## src/rtl/uart_receive_if.sv

```systemverilog
// rtl/uart_receive_if.sv - consumer-side handshake bundle of the UART receiver
//
// Carries the received word, its valid/ready handshake, the one-cycle error
// pulses and the busy indication between the receiver and its consumer.
//   rx_data      : last received word
//   rx_valid     : rx_data holds an unconsumed word
//   rx_ready     : consumer takes rx_data when high together with rx_valid
//   rx_frame_err : one-cycle pulse, stop bit sampled low
//   rx_overrun   : one-cycle pulse, word completed while the previous one was unconsumed
//   rx_busy      : receiver is inside a frame
// modport master : receiver side; modport slave : consumer side.
interface uart_receive_if #(
    parameter int D_WIDTH = 4
) ();
    logic [D_WIDTH-1:0] rx_data;
    logic               rx_valid;
    logic               rx_ready;
    logic               rx_frame_err;
    logic               rx_overrun;
    logic               rx_busy;

    modport master (
        output rx_data,
        output rx_valid,
        output rx_frame_err,
        output rx_overrun,
        output rx_busy,
        input  rx_ready
    );

    modport slave (
        input  rx_data,
        input  rx_valid,
        input  rx_frame_err,
        input  rx_overrun,
        input  rx_busy,
        output rx_ready
    );
endinterface

```

## src/rtl/uart_receive.sv

```systemverilog
// rtl/uart_receive.sv - UART frame receiver with valid/ready output and error pulses
//
// Recovers start / D_WIDTH data bits (LSB first) / stop frames from an
// asynchronous serial line and hands each word to the consumer.
//   clk    : clock
//   rst    : synchronous, active-high reset
//   rx     : asynchronous serial input, idle high
//   out_if : word, handshake, framing-error / overrun pulses and busy (master side)
module uart_receive #(
    parameter int D_WIDTH      = 4,
    parameter int CLKS_PER_BIT = 1
) (
    input  logic           clk,
    input  logic           rst,
    input  logic           rx,
    uart_receive_if.master out_if
);
    // Offset from the detected falling edge to the middle of a bit cell.
    localparam int HALF = (CLKS_PER_BIT - 1) / 2;
    localparam int TW   = (CLKS_PER_BIT > 1) ? $clog2(CLKS_PER_BIT) : 1;
    localparam int IW   = (D_WIDTH > 1) ? $clog2(D_WIDTH) : 1;

    localparam logic [TW-1:0] T_FULL    = TW'(CLKS_PER_BIT - 1);
    localparam logic [TW-1:0] T_HALF_M1 = (HALF > 0) ? TW'(HALF - 1) : '0;
    localparam logic [IW-1:0] IDX_LAST  = IW'(D_WIDTH - 1);

    typedef enum logic [2:0] {
        IDLE,
        START,
        DATA,
        STOP,
        WAIT_HIGH
    } state_t;

    state_t             state_q, state_d;
    logic               sync1_q;
    logic               rx_s_q;
    logic [TW-1:0]      timer_q, timer_d;
    logic [IW-1:0]      idx_q, idx_d;
    logic [D_WIDTH-1:0] shift_q, shift_d;
    logic [D_WIDTH-1:0] data_q, data_d;
    logic               valid_q, valid_d;
    logic               ferr_q, ferr_d;
    logic               ovr_q, ovr_d;
    logic [D_WIDTH:0]   shift_cat;

    always_ff @(posedge clk) begin
        if (rst) begin
            sync1_q <= 1'b1;
            rx_s_q  <= 1'b1;
            state_q <= IDLE;
            timer_q <= '0;
            idx_q   <= '0;
            shift_q <= '0;
            data_q  <= '0;
            valid_q <= 1'b0;
            ferr_q  <= 1'b0;
            ovr_q   <= 1'b0;
        end else begin
            sync1_q <= rx;
            rx_s_q  <= sync1_q;
            state_q <= state_d;
            timer_q <= timer_d;
            idx_q   <= idx_d;
            shift_q <= shift_d;
            data_q  <= data_d;
            valid_q <= valid_d;
            ferr_q  <= ferr_d;
            ovr_q   <= ovr_d;
        end
    end

    // Bits arrive LSB first, so each new sample enters at the MSB and the
    // word is right-aligned once the last data bit is in.
    assign shift_cat = {rx_s_q, shift_q};

    always_comb begin
        state_d = state_q;
        timer_d = timer_q;
        idx_d   = idx_q;
        shift_d = shift_q;
        data_d  = data_q;
        valid_d = valid_q;
        ferr_d  = 1'b0;
        ovr_d   = 1'b0;

        if (valid_q && out_if.rx_ready) begin
            valid_d = 1'b0;
        end

        case (state_q)
            IDLE: begin
                if (!rx_s_q) begin
                    // With one or two clocks per bit the detection edge is
                    // already mid-start-bit, so there is nothing to verify.
                    if (HALF == 0) begin
                        state_d = DATA;
                        timer_d = T_FULL;
                        idx_d   = '0;
                    end else begin
                        state_d = START;
                        timer_d = T_HALF_M1;
                    end
                end
            end
            START: begin
                if (timer_q != '0) begin
                    timer_d = timer_q - TW'(1);
                end else if (!rx_s_q) begin
                    state_d = DATA;
                    timer_d = T_FULL;
                    idx_d   = '0;
                end else begin
                    // Line is back high at mid-start: treat as a glitch.
                    state_d = IDLE;
                end
            end
            DATA: begin
                if (timer_q != '0) begin
                    timer_d = timer_q - TW'(1);
                end else begin
                    shift_d = shift_cat[D_WIDTH:1];
                    timer_d = T_FULL;
                    if (idx_q == IDX_LAST) begin
                        state_d = STOP;
                    end else begin
                        idx_d = idx_q + IW'(1);
                    end
                end
            end
            STOP: begin
                if (timer_q != '0) begin
                    timer_d = timer_q - TW'(1);
                end else if (rx_s_q) begin
                    // A completion always loads the new word; it only counts as
                    // an overrun when the old word is not being taken this cycle.
                    data_d  = shift_q;
                    valid_d = 1'b1;
                    ovr_d   = valid_q && !out_if.rx_ready;
                    state_d = IDLE;
                end else begin
                    ferr_d  = 1'b1;
                    state_d = WAIT_HIGH;
                end
            end
            WAIT_HIGH: begin
                // Holding here keeps a long break from reporting more than once.
                if (rx_s_q) begin
                    state_d = IDLE;
                end
            end
            default: begin
                state_d = IDLE;
            end
        endcase
    end

    assign out_if.rx_data      = data_q;
    assign out_if.rx_valid     = valid_q;
    assign out_if.rx_frame_err = ferr_q;
    assign out_if.rx_overrun   = ovr_q;
    assign out_if.rx_busy      = (state_q != IDLE);
endmodule

```

## src/flat_wrapper.sv

```systemverilog
// flat-port wrapper written by rule: the top's interface ports become plain ports
module uart_receive_flat 
#(
    parameter int D_WIDTH      = 4,
    parameter int CLKS_PER_BIT = 1
)
  (clk, rst, rx, out_if_rx_data, out_if_rx_valid, out_if_rx_frame_err, out_if_rx_overrun, out_if_rx_busy, out_if_rx_ready);
  uart_receive_if #(.D_WIDTH(D_WIDTH)) out_if_i ();
  input  logic clk;
  input  logic rst;
  input  logic rx;
  output wire logic [$bits(out_if_i.rx_data)-1:0] out_if_rx_data;
  output wire logic [$bits(out_if_i.rx_valid)-1:0] out_if_rx_valid;
  output wire logic [$bits(out_if_i.rx_frame_err)-1:0] out_if_rx_frame_err;
  output wire logic [$bits(out_if_i.rx_overrun)-1:0] out_if_rx_overrun;
  output wire logic [$bits(out_if_i.rx_busy)-1:0] out_if_rx_busy;
  input wire logic [$bits(out_if_i.rx_ready)-1:0] out_if_rx_ready;
  assign out_if_rx_data = out_if_i.rx_data;
  assign out_if_rx_valid = out_if_i.rx_valid;
  assign out_if_rx_frame_err = out_if_i.rx_frame_err;
  assign out_if_rx_overrun = out_if_i.rx_overrun;
  assign out_if_rx_busy = out_if_i.rx_busy;
  assign out_if_i.rx_ready = out_if_rx_ready;
  uart_receive #(.D_WIDTH(D_WIDTH), .CLKS_PER_BIT(CLKS_PER_BIT)) u_core (.clk(clk), .rst(rst), .rx(rx), .out_if(out_if_i));
endmodule
```

## config.mk

```make
export PLATFORM = sky130hd
export DESIGN_NAME = uart_receive_flat
export DESIGN_NICKNAME = d
export VERILOG_FILES = /design/src/rtl/uart_receive_if.sv /design/src/rtl/uart_receive.sv /design/src/flat_wrapper.sv
export SDC_FILE = /design/constraint.sdc
export NUM_CORES = 1
export LEC_CHECK = 0
export CAP_MARGIN = 20
export CORE_MARGIN = 1.5
export CORE_UTILIZATION = 40
export DETAILED_ROUTE_END_ITERATION = 16
export PLACE_DENSITY = 0.72
export SLEW_MARGIN = 40
export SYNTH_ARGS = -nofsm -noshare
export SYNTH_HDL_FRONTEND = slang
export SYNTH_SLANG_ARGS = --single-unit
```

## constraint.sdc

```tcl
create_clock -name clk -period 1.7 [get_ports clk]
set_input_delay 0.17 -clock clk [delete_from_list [all_inputs] [get_ports clk]]
set_output_delay 0.17 -clock clk [all_outputs]
set_load 0.005 [all_outputs]
```

Yosys cells after proc, flatten, opt, wreduce, memory -nomap -nowiden
Cells that the tools add are included.
- bits in registers: 19
- input bits: 4
- output and inout port bits: 8
- add/sub/neg operators: 2
- equal/unequal tests: 12
- muxes and demuxes: 22
- bitwise operators: 3
- reductions and logical operators: 15
- operators with widths (cell ; count):
    $mux W3 ; 7
    $pmux W3 S5 ; 1
    $mux W2 ; 5
    $ne A2 B2 Y1 const B ; 5
    $mux W1 ; 7
    $eq A3 B2 Y1 const B ; 2
    $pmux W2 S3 ; 1
    $reduce_and A6 Y1 ; 1
    $reduce_bool A3 Y1 ; 2
    $reduce_or A3 Y1 ; 2
    $ne A2 B1 Y1 const B ; 2
    $reduce_and A2 Y1 ; 2
    $reduce_and A4 Y1 ; 1
    $reduce_or A4 Y1 ; 1
    $eq A3 B1 Y1 const B ; 1
    $eq A3 B3 Y1 const B ; 1
    $logic_not A3 Y1 ; 1
    $not A1 Y1 ; 3
    $reduce_and A3 Y1 ; 1
    $add A2 B1 Y2 const B ; 1
    $eq A2 B2 Y1 const B ; 1
    $logic_and A1 B1 Y1 ; 2
    $pmux W1 S2 ; 1
    $reduce_bool A2 Y1 ; 1
    2 further kinds ; 2

Depth between registers and ports, before layout
Gate-level depths: netlist of the first run.
- depth after elaboration: 5
- gate-level depth with buffers: 4

Worst setup path before layout of the first run
No wires, ideal clock.
- path kind: register to register
- from: register u_core.idx_q[0]
- to: register u_core.idx_q[1]
- setup time: 0.116 ns
- arrival: 1.349 ns
- slack: 0.234 ns
- stages on the path, launching flop included: 5
- path buffers: 0
- path through: dfxtp_1 -> ha_1 -> or4b_4 -> and4_4 -> a41o_1
- cells in the longest elaborated chain, start to end: 4
- elaborated cells on any way between the ends: 7
- ends and longest elaborated chain (element ; RTL line ; RTL):
    from (decl) ; uart_receive.sv:39 ; logic [IW-1:0] idx_q, idx_d;
    from (signal assigned) ; uart_receive.sv:64 ; idx_q <= idx_d;
    $add A2 B1 Y2 ; uart_receive.sv:127 ; idx_d = idx_q + IW'(1);
    $mux W2 ; uart_receive.sv:124 ; if (idx_q == IDX_LAST) begin
    $mux W2 ; uart_receive.sv:119 ; if (timer_q != '0) begin
    $pmux W2 S3 ; uart_receive.sv:91 ; case (state_q)
Parallel ways exist; a longest one is shown, timed or not. The select of a mux whose other input is x is not followed.
A chain may end at the register's enable or synchronous reset.

Worst setup path in the final report of the first run
- from: register u_core.state_q[2]
- to: output port out_if_rx_busy
- cells in the longest elaborated chain, start to end: 1
- ends and longest elaborated chain (element ; RTL line ; RTL):
    from (decl) ; uart_receive.sv:35 ; state_t state_q, state_d;
    from (signal assigned) ; uart_receive.sv:62 ; state_q <= state_d;
    $reduce_bool A3 Y1 ; uart_receive.sv:162 ; assign out_if.rx_busy = (state_q != IDLE);
    to (decl) ; flat_wrapper.sv:16 ; output wire logic [$bits(out_if_i.rx_busy)-1:0] out_if_rx_busy;
Every way passes these cells.

==> results of run 1 <==
[cell families (layout without fill, tap and decap cells)]
| logic type | count (synthesis) | in the layout | synth area share |
|---|---|---|---|
| muxes | 8 | 8 | 0.118 |
| and+or+nand+nor | 27 | 27 | 0.239 |
| DFF | 18 | 18 | 0.530 |
| buffers and inverters | 5 | 16 | 0.0405 |
| AOI/OAI and AO/OA | 5 | 5 | 0.0534 |
| adders and majority gates | 1 | 1 | 0.0184 |
[sequential cells by signal, indices dropped and copies added, names as in the netlist]
| register | cells |
|---|---|
| u_core.idx_q | 2 |
| u_core.out_if.rx_data | 4 |
| u_core.out_if.rx_frame_err | 1 |
| u_core.out_if.rx_overrun | 1 |
| u_core.out_if.rx_valid | 1 |
| u_core.rx_s_q | 1 |
| u_core.shift_q | 4 |
| u_core.state_q | 3 |
| u_core.sync1_q | 1 |
[per-layer routing]
metal	part of all wire	routed length (um)	vias up
li1	-	-	246
met1	0.49	516	221
met2	0.47	491	6
met3	0.031	32	2
met4	0.0038	4	0
met5	0	0	-
[worst max-delay path by stage]
stage	from	end	depth (start not counted)
floorplan	u_core.idx_q[0]$_SDFFE_PP0P_	u_core.idx_q[1]$_SDFFE_PP0P_	4
global placement	u_core.idx_q[0]$_SDFFE_PP0P_	u_core.idx_q[1]$_SDFFE_PP0P_	4
detailed placement	u_core.idx_q[0]$_SDFFE_PP0P_	u_core.idx_q[1]$_SDFFE_PP0P_	4
CTS	u_core.state_q[2]$_SDFFE_PP0P_	out_if_rx_busy	2
global route	u_core.state_q[2]$_SDFFE_PP0P_	out_if_rx_busy	2
finish	u_core.state_q[2]$_SDFFE_PP0P_	out_if_rx_busy	2
[cell usage after synthesis, types with 2 or more instances]
cell type	n
a21oi_1	2
clkbuf_1	2
dfxtp_1	18
mux2i_1	8
nand2_1	2
nor2_1	9
nor3_1	2
or2_2	2
or3_1	2
[metrics by stage]
stage          utilization  power [mW]  setup slack, ns  hold slack [ns]  area, sq um
2_1_floorplan            -       0.469            0.234            0.274          679
3_3_place_gp         0.515       0.483            0.216            0.392          793
3_5_place_dp         0.515       0.484            0.186            0.394          793
4_1_cts              0.529       0.681           0.0223            0.419          816
5_1_grt              0.531       0.704           0.0143            0.427          818
6_report             0.531       0.669           0.0756            0.416          818
[power groups by stage]
stage          logic (mW)  registers [mW]  clock network (mW)
4_1_cts            0.0397           0.435               0.206
3_3_place_gp       0.0388           0.444                   0
6_report           0.0389           0.435               0.195
5_1_grt            0.0435           0.436               0.224
3_5_place_dp       0.0394           0.444                   0
2_1_floorplan      0.0280           0.441                   0
[cell type report]
cell class	count	share of cell area
flip-flops and latches	18	0.443
multi-input cells	41	0.356
repair buffers	12	0.144
clock buffers	3	0.0275
well taps	16	0.0245
inverters	1	0.00459
[what timing repair did]
action                                  in CTS  in global routing
setup buffers                                0                  0
endpoints found under the setup margin       0                  1
gates resized for setup                      0                  2
hold buffers                                 0                  0
[cell usage in the layout, fill, tap and decap left out, types with 2 or more instances in the layout]
cell type        count
nor3_1               2
nor2_1               9
or2_2                2
nand2_1              2
mux2i_1              8
clkbuf_4             3
dfxtp_2              2
a21oi_1              2
or3_1                2
dfxtp_1             16
clkdlybuf4s50_1     11
==> impl_summary.txt, run 1 <==
----------------------------------------------------
[GRT]
  Overall overflow remaining after global route ... 0
  Met1 track demand over resource in global routing ... 0.159
  Vias in the first global route ... 455
  Met3 Usage GRT ... 0.0245
  Global router's overall resource usage ... 0.125
  Number of antenna violations at the first check in global routing ... 0
  Global-route wire length before repair ... 1820 um
  Largest net degree at the start of global routing ... 13
  Busiest grt layer ... met2
  Met2 routing resource usage after global routing ... 0.197

[Floorplan]
  Horizontal die dimension ... 44.2 um
  Initial cell density of the core ... 0.441
  Top Ports ... 12
  Die boundary height ... 44.2 um
  Die area ... ~2000 sq um
  FP Rows ... 14
  Core Region ... 1540 sq um

[Min path]
  Source of the worst hold timing path ... u_core.sync1_q$_SDFF_PP1_
  Class of the tightest hold or removal check ... reg -> reg
  Hold Path End ... u_core.rx_s_q$_SDFF_PP1_
  Hold Path Stages ... 1

[Clock network]
  Skew-Pair Late Insertion Delay ... between 0.2 and 0.3 ns
  Number of clock sinks ... 18
  Maximum level of the CTS H-tree ... 1
  Number of buffers on the longest clock path ... 2
  Clock tree from TritonCTS ... built
  CTS clock-pin slew for the worst setup and hold paths ... roughly 0.08 ns
  CTS Root Buffer Type ... clkbuf_4
  Cts bufs inserted ... 3

[Drt]
  DR pass1 iterations ... 4
  Average wire per cell in the routed design ... 11.5 um
  Number of nets with antenna violations after detailed routing ... 0
  DRT iter0 DRCs ... 2
  Vias/cell ... between 5 and 6
  DR DRC count ... 0
  Routed Wire Length ... 1050 um
  Overall via count from detail_route ... roughly 480

[Place]
  Number of buffers added on ports ... 11
  Final GP Congestion ... 0.668
  Final HPWL DP ... around 730 um
  Number of placed instances with taps included ... between 80 and 90

[Setup path]
  Largest stage delay, worst path ... around 0.45 ns
  Capturing point of the worst reg2reg path ... u_core.idx_q[1]$_SDFFE_PP0P_
  Worst-case register-to-register setup slack ... 0.18 ns
  Worst EP arrival ... approximately 1.5 ns
  Sum of buffers and inverters on the critical path ... 1
  Crit path launch type ... register
  Kind of cell adding the most delay to the critical path ... buffers and inverters
  R2r worst-path depth ... 4
  Worst-path cell chain ... or3_1 > clkdlybuf4s50_1
  Endpoint type of the worst setup path ... output pin
  Crit path max-delay cell type ... clkdlybuf4s50_1
  Startpoint-to-endpoint class of the critical path ... reg -> out
  Startpoint of the most critical register-to-register path ... u_core.idx_q[0]$_SDFFE_PP0P_
  Maximum fanout count along the critical path ... 8
  Req. time, crit path ... 1.53 ns

[Finish]
  Antenna Cells ... 0
  Area occupied by multi-input gates ... a little under 300 sq um
  Final Instance Count excl. Fillers ... 91
  Area occupied by registers ... between 300 and 400 sq um
  Number of nets in the finished design ... 82
  Proportion of layout cells with a drive suffix above 1 ... 0.147
  Area overhead of the layout relative to synthesis ... 20.4%
  Fill cells ... 158

[Synth]
  Netlist cell types ... 26
  Syn. warnings ... 0
  Sequential-to-total area share from yosys stat ... 0.530
  Top cell type's share of synthesized area ... 0.530
  Top FF cell, synth ... dfxtp_1
  Cells after synthesis ... 64
  Area leader, netlist ... dfxtp_1
  Combined area of all synthesized cells ... 679 sq um
  Net count of the mapped netlist ... just under 70
  Post-synth EDFFs ... 0
  Mean Syn Cell Area ... approximately 11 sq um
  Dominant cells by area after synthesis ... dfxtp_1 53%, mux2i_1 12%, nor2_1 5.0%
  Count of state elements after synthesis ... 18
  Fraction of registers with async set or reset after synthesis ... 0

[Timing]
  Ratio of final minimum period to clock period ... 0.956
  Worst setup skew after layout ... slightly above 0.009 ns
  Hold Vio Cnt, Final ... 0
  Final number of max-transition violations ... 0
  Relative slew slack ... 0.656
  FMAX ... slightly above 0.6 GHz
  Summed negative setup slack over all endpoints ... 0 ns
  RSZ-0062 raised after global routing ... false
  Transition at the pin with the smallest max-transition slack ... between 0.5 and 0.6 ns
  Final critical delay including setup and external delays ... about 1.6 ns
  Final-report setup violation count ... 0

[Power]
  Sequential power share ... 0.650
  Sw Share ... 0.204
  Internal portion of total power ... between 0.5 and 0.6 mW
  Power per unit of standard cell area ... approximately 820 nW/um^2
  Switch Pwr ... between 0.1 and 0.15 mW
  Worst IR Drop VDD ... between 0.4 and 0.5 mV
  Clock share of power ... 0.292
  Leakage power ... roughly 0.35 nW
  Combinational share of power ... 0.058

[Status]
  Outcome ... finished clean

[Flow run]
  Count of max-cap constraint violations ... 0

----------------------------------------------------
(Power assumes the default switching activity.)
==> run 2: changes to the inputs <==
clock period = 1.89 ns   (was 1.7 ns; I/O delays follow)
==> run 2 against run 1 <==
Total power shrank 1.3%. Design area grew 1.4%. Routed wire length grew 1.5%. Setup slack gained 0.13 ns. Die area is the same. Largest cell class unchanged. Non-clock buffer count is the same. First-iteration DRC count shrank 50%.
==> impl_summary.txt, run 2 (synthesis gave the netlist of run 1 again) <==
----------------------------------------------------
[Status]
  Outcome ... finished clean

[Clock network]
  Skew-Pair Late Insertion Delay ... about 0.29 ns
  # Post-CTS Setup Buffers ... 0
  Maximum level of the CTS H-tree ... 1
  Cts bufs inserted ... 3
  CTS Root Buffer Type ... clkbuf_4
  CTS clock-pin slew for the worst setup and hold paths ... about 0.10 ns
  Number of buffers on the longest clock path ... 2
  Cts-stage hold buffer count ... 0
  Number of clock sinks ... 18
  # resized after CTS ... 0
  Clock tree from TritonCTS ... built

[Timing]
  Worst path setup slack after routing ... roughly 0.2 ns
  Relative slew slack ... 0.651
  Worst setup skew after layout ... around 0.0043 ns
  FMAX ... 0.593 GHz
  Hold Vio Cnt, Final ... 0
  Final-report setup violation count ... 0
  Summed negative setup slack over all endpoints ... 0 ns
  Final critical delay including setup and external delays ... roughly 1.7 ns
  Transition at the pin with the smallest max-transition slack ... between 0.5 and 0.6 ns
  RSZ-0062 raised after global routing ... false
  Ratio of final minimum period to clock period ... 0.893
  Final number of max-transition violations ... 0

[Finish]
  Area overhead of the layout relative to synthesis ... 22.1%
  Most common cell after layout, fill and taps aside ... dfxtp_1
  Area occupied by registers ... 360 sq um
  Area occupied by multi-input gates ... slightly below 300 sq um
  Proportion of layout cells with a drive suffix above 1 ... 0.132
  Number of nets in the finished design ... between 80 and 90
  Highest-count cells in the layout ignoring fill and taps ... 18 x dfxtp_1, 11 x clkdlybuf4s50_1, 9 x nor2_1
  Final instance area ... around 830 sq um
  Fill cells ... around 150
  Antenna Cells ... 0

[Drt]
  Vias/cell ... between 5 and 6
  Overall via count from detail_route ... ~480
  DRT iter0 DRCs ... 1
  Average wire per cell in the routed design ... 11.5 um
  Number of nets with antenna violations after detailed routing ... 0
  DR DRC count ... 0
  Routed Wire Length ... approximately 1100 um
  DR pass1 iterations ... 4

[Place]
  Final GP Congestion ... 0.668
  Final HPWL DP ... around 730 um
  Number of buffers added on ports ... 11
  Dpl ws ... between 0.3 and 0.4 ns
  Post-placement cell area ... a little under 800 sq um

[Power]
  Worst IR Drop VDD ... roughly 0.39 mV
  Clock share of power ... 0.355
  Sw Share ... 0.208
  Sequential power share ... 0.592
  Switch Pwr ... 0.137 mW
  Leakage power ... between 0.3 and 0.4 nW
  Combinational share of power ... 0.053
  Power per unit of standard cell area ... roughly 800 nW/um^2
  Power, Total ... ~0.66 mW
  Internal portion of total power ... 0.523 mW

[Setup path]
  Startpoint of the most critical register-to-register path ... u_core.idx_q[0]$_SDFFE_PP0P_
  Largest stage delay, worst path ... between 0.4 and 0.5 ns
  Worst EP arrival ... 1.50 ns
  Crit path launch type ... register
  Crit path max-delay cell type ... clkdlybuf4s50_1
  Kind of cell adding the most delay to the critical path ... buffers and inverters
  Startpoint-to-endpoint class of the critical path ... reg -> out
  Sum of buffers and inverters on the critical path ... 1
  Endpoint type of the worst setup path ... output pin
  Crit path from ... u_core.state_q[2]$_SDFFE_PP0P_
  Worst-path cell chain ... or3_1 > clkdlybuf4s50_1
  Maximum fanout count along the critical path ... 8
  Req. time, crit path ... around 1.7 ns

[GRT]
  Largest net degree at the start of global routing ... 13
  Overall overflow remaining after global route ... 0
  Global router's overall resource usage ... 0.134
  Number of antenna violations at the first check in global routing ... 0
  Vias in the first global route ... roughly 460
  Global-route wire length before repair ... between 1500 and 2000 um

[Floorplan]
  Initial cell density of the core ... 0.441
  Core Region ... roughly 1500 sq um
  Die area ... around 2000 sq um
  Horizontal die dimension ... between 40 and 50 um
  Die boundary height ... roughly 44 um
  FP Rows ... 14
  Top Ports ... 12

[Min path]
  Class of the tightest hold or removal check ... reg -> reg
  Source of the worst hold timing path ... u_core.sync1_q$_SDFF_PP1_

[Flow run]
  Count of max-cap constraint violations ... 0

----------------------------------------------------
-- run 2: routing by layer --
metal / global-route usage / vias up / part of all wire
li1: - / 248 / -
met5: 0 / - / 0
met4: 0.0909 / 0 / 0.027
met2: 0.194 / 8 / 0.42
met1: 0.165 / 216 / 0.52
met3: 0.0490 / 4 / 0.035
-- run 2: final timing paths --
check / end / slack, ns / cells after the start
worst min-delay path: u_core.rx_s_q$_SDFF_PP1_ / 0.42 / 1
worst max register to register: u_core.idx_q[1]$_SDFFE_PP0P_ / 0.36 / 4
worst min register to register: u_core.rx_s_q$_SDFF_PP1_ / 0.42 / 1
worst max-delay path: out_if_rx_busy / 0.20 / 2
-- run 2: final cells by class --
cell class,count,area share
multi-input cells,41,0.351
flip-flops and latches,18,0.434
well taps,16,0.0241
inverters,1,0.00452
clock buffers,4,0.0437
repair buffers,12,0.142
-- run 2: metrics by stage --
| step | utilization | cells | hold WS (ns) |
|---|---|---|---|
| 3_5_place_dp | 0.515 | 88 | 0.394 |
| 3_3_place_gp | 0.515 | 88 | 0.392 |
| 5_1_grt | 0.538 | 92 | 0.429 |
| 6_report | 0.538 | 92 | 0.418 |
| 4_1_cts | 0.538 | 92 | 0.420 |
| 2_1_floorplan | - | 64 | 0.293 |
-- run 2: power groups by stage --
stage / Combinational (mW) / Sequential, mW / Clock [mW]
4_1_cts: 0.0355 / 0.391 / 0.242
3_5_place_dp: 0.0354 / 0.400 / 0
6_report: 0.0350 / 0.391 / 0.234
2_1_floorplan: 0.0252 / 0.397 / 0
3_3_place_gp: 0.0349 / 0.399 / 0
5_1_grt: 0.0392 / 0.392 / 0.261
==> run 3: changes to the inputs <==
TNS_END_PERCENT = 50   (was default)
==> results of run 3 <==
Final layout, timing and power as in run 2 (identical DEF).
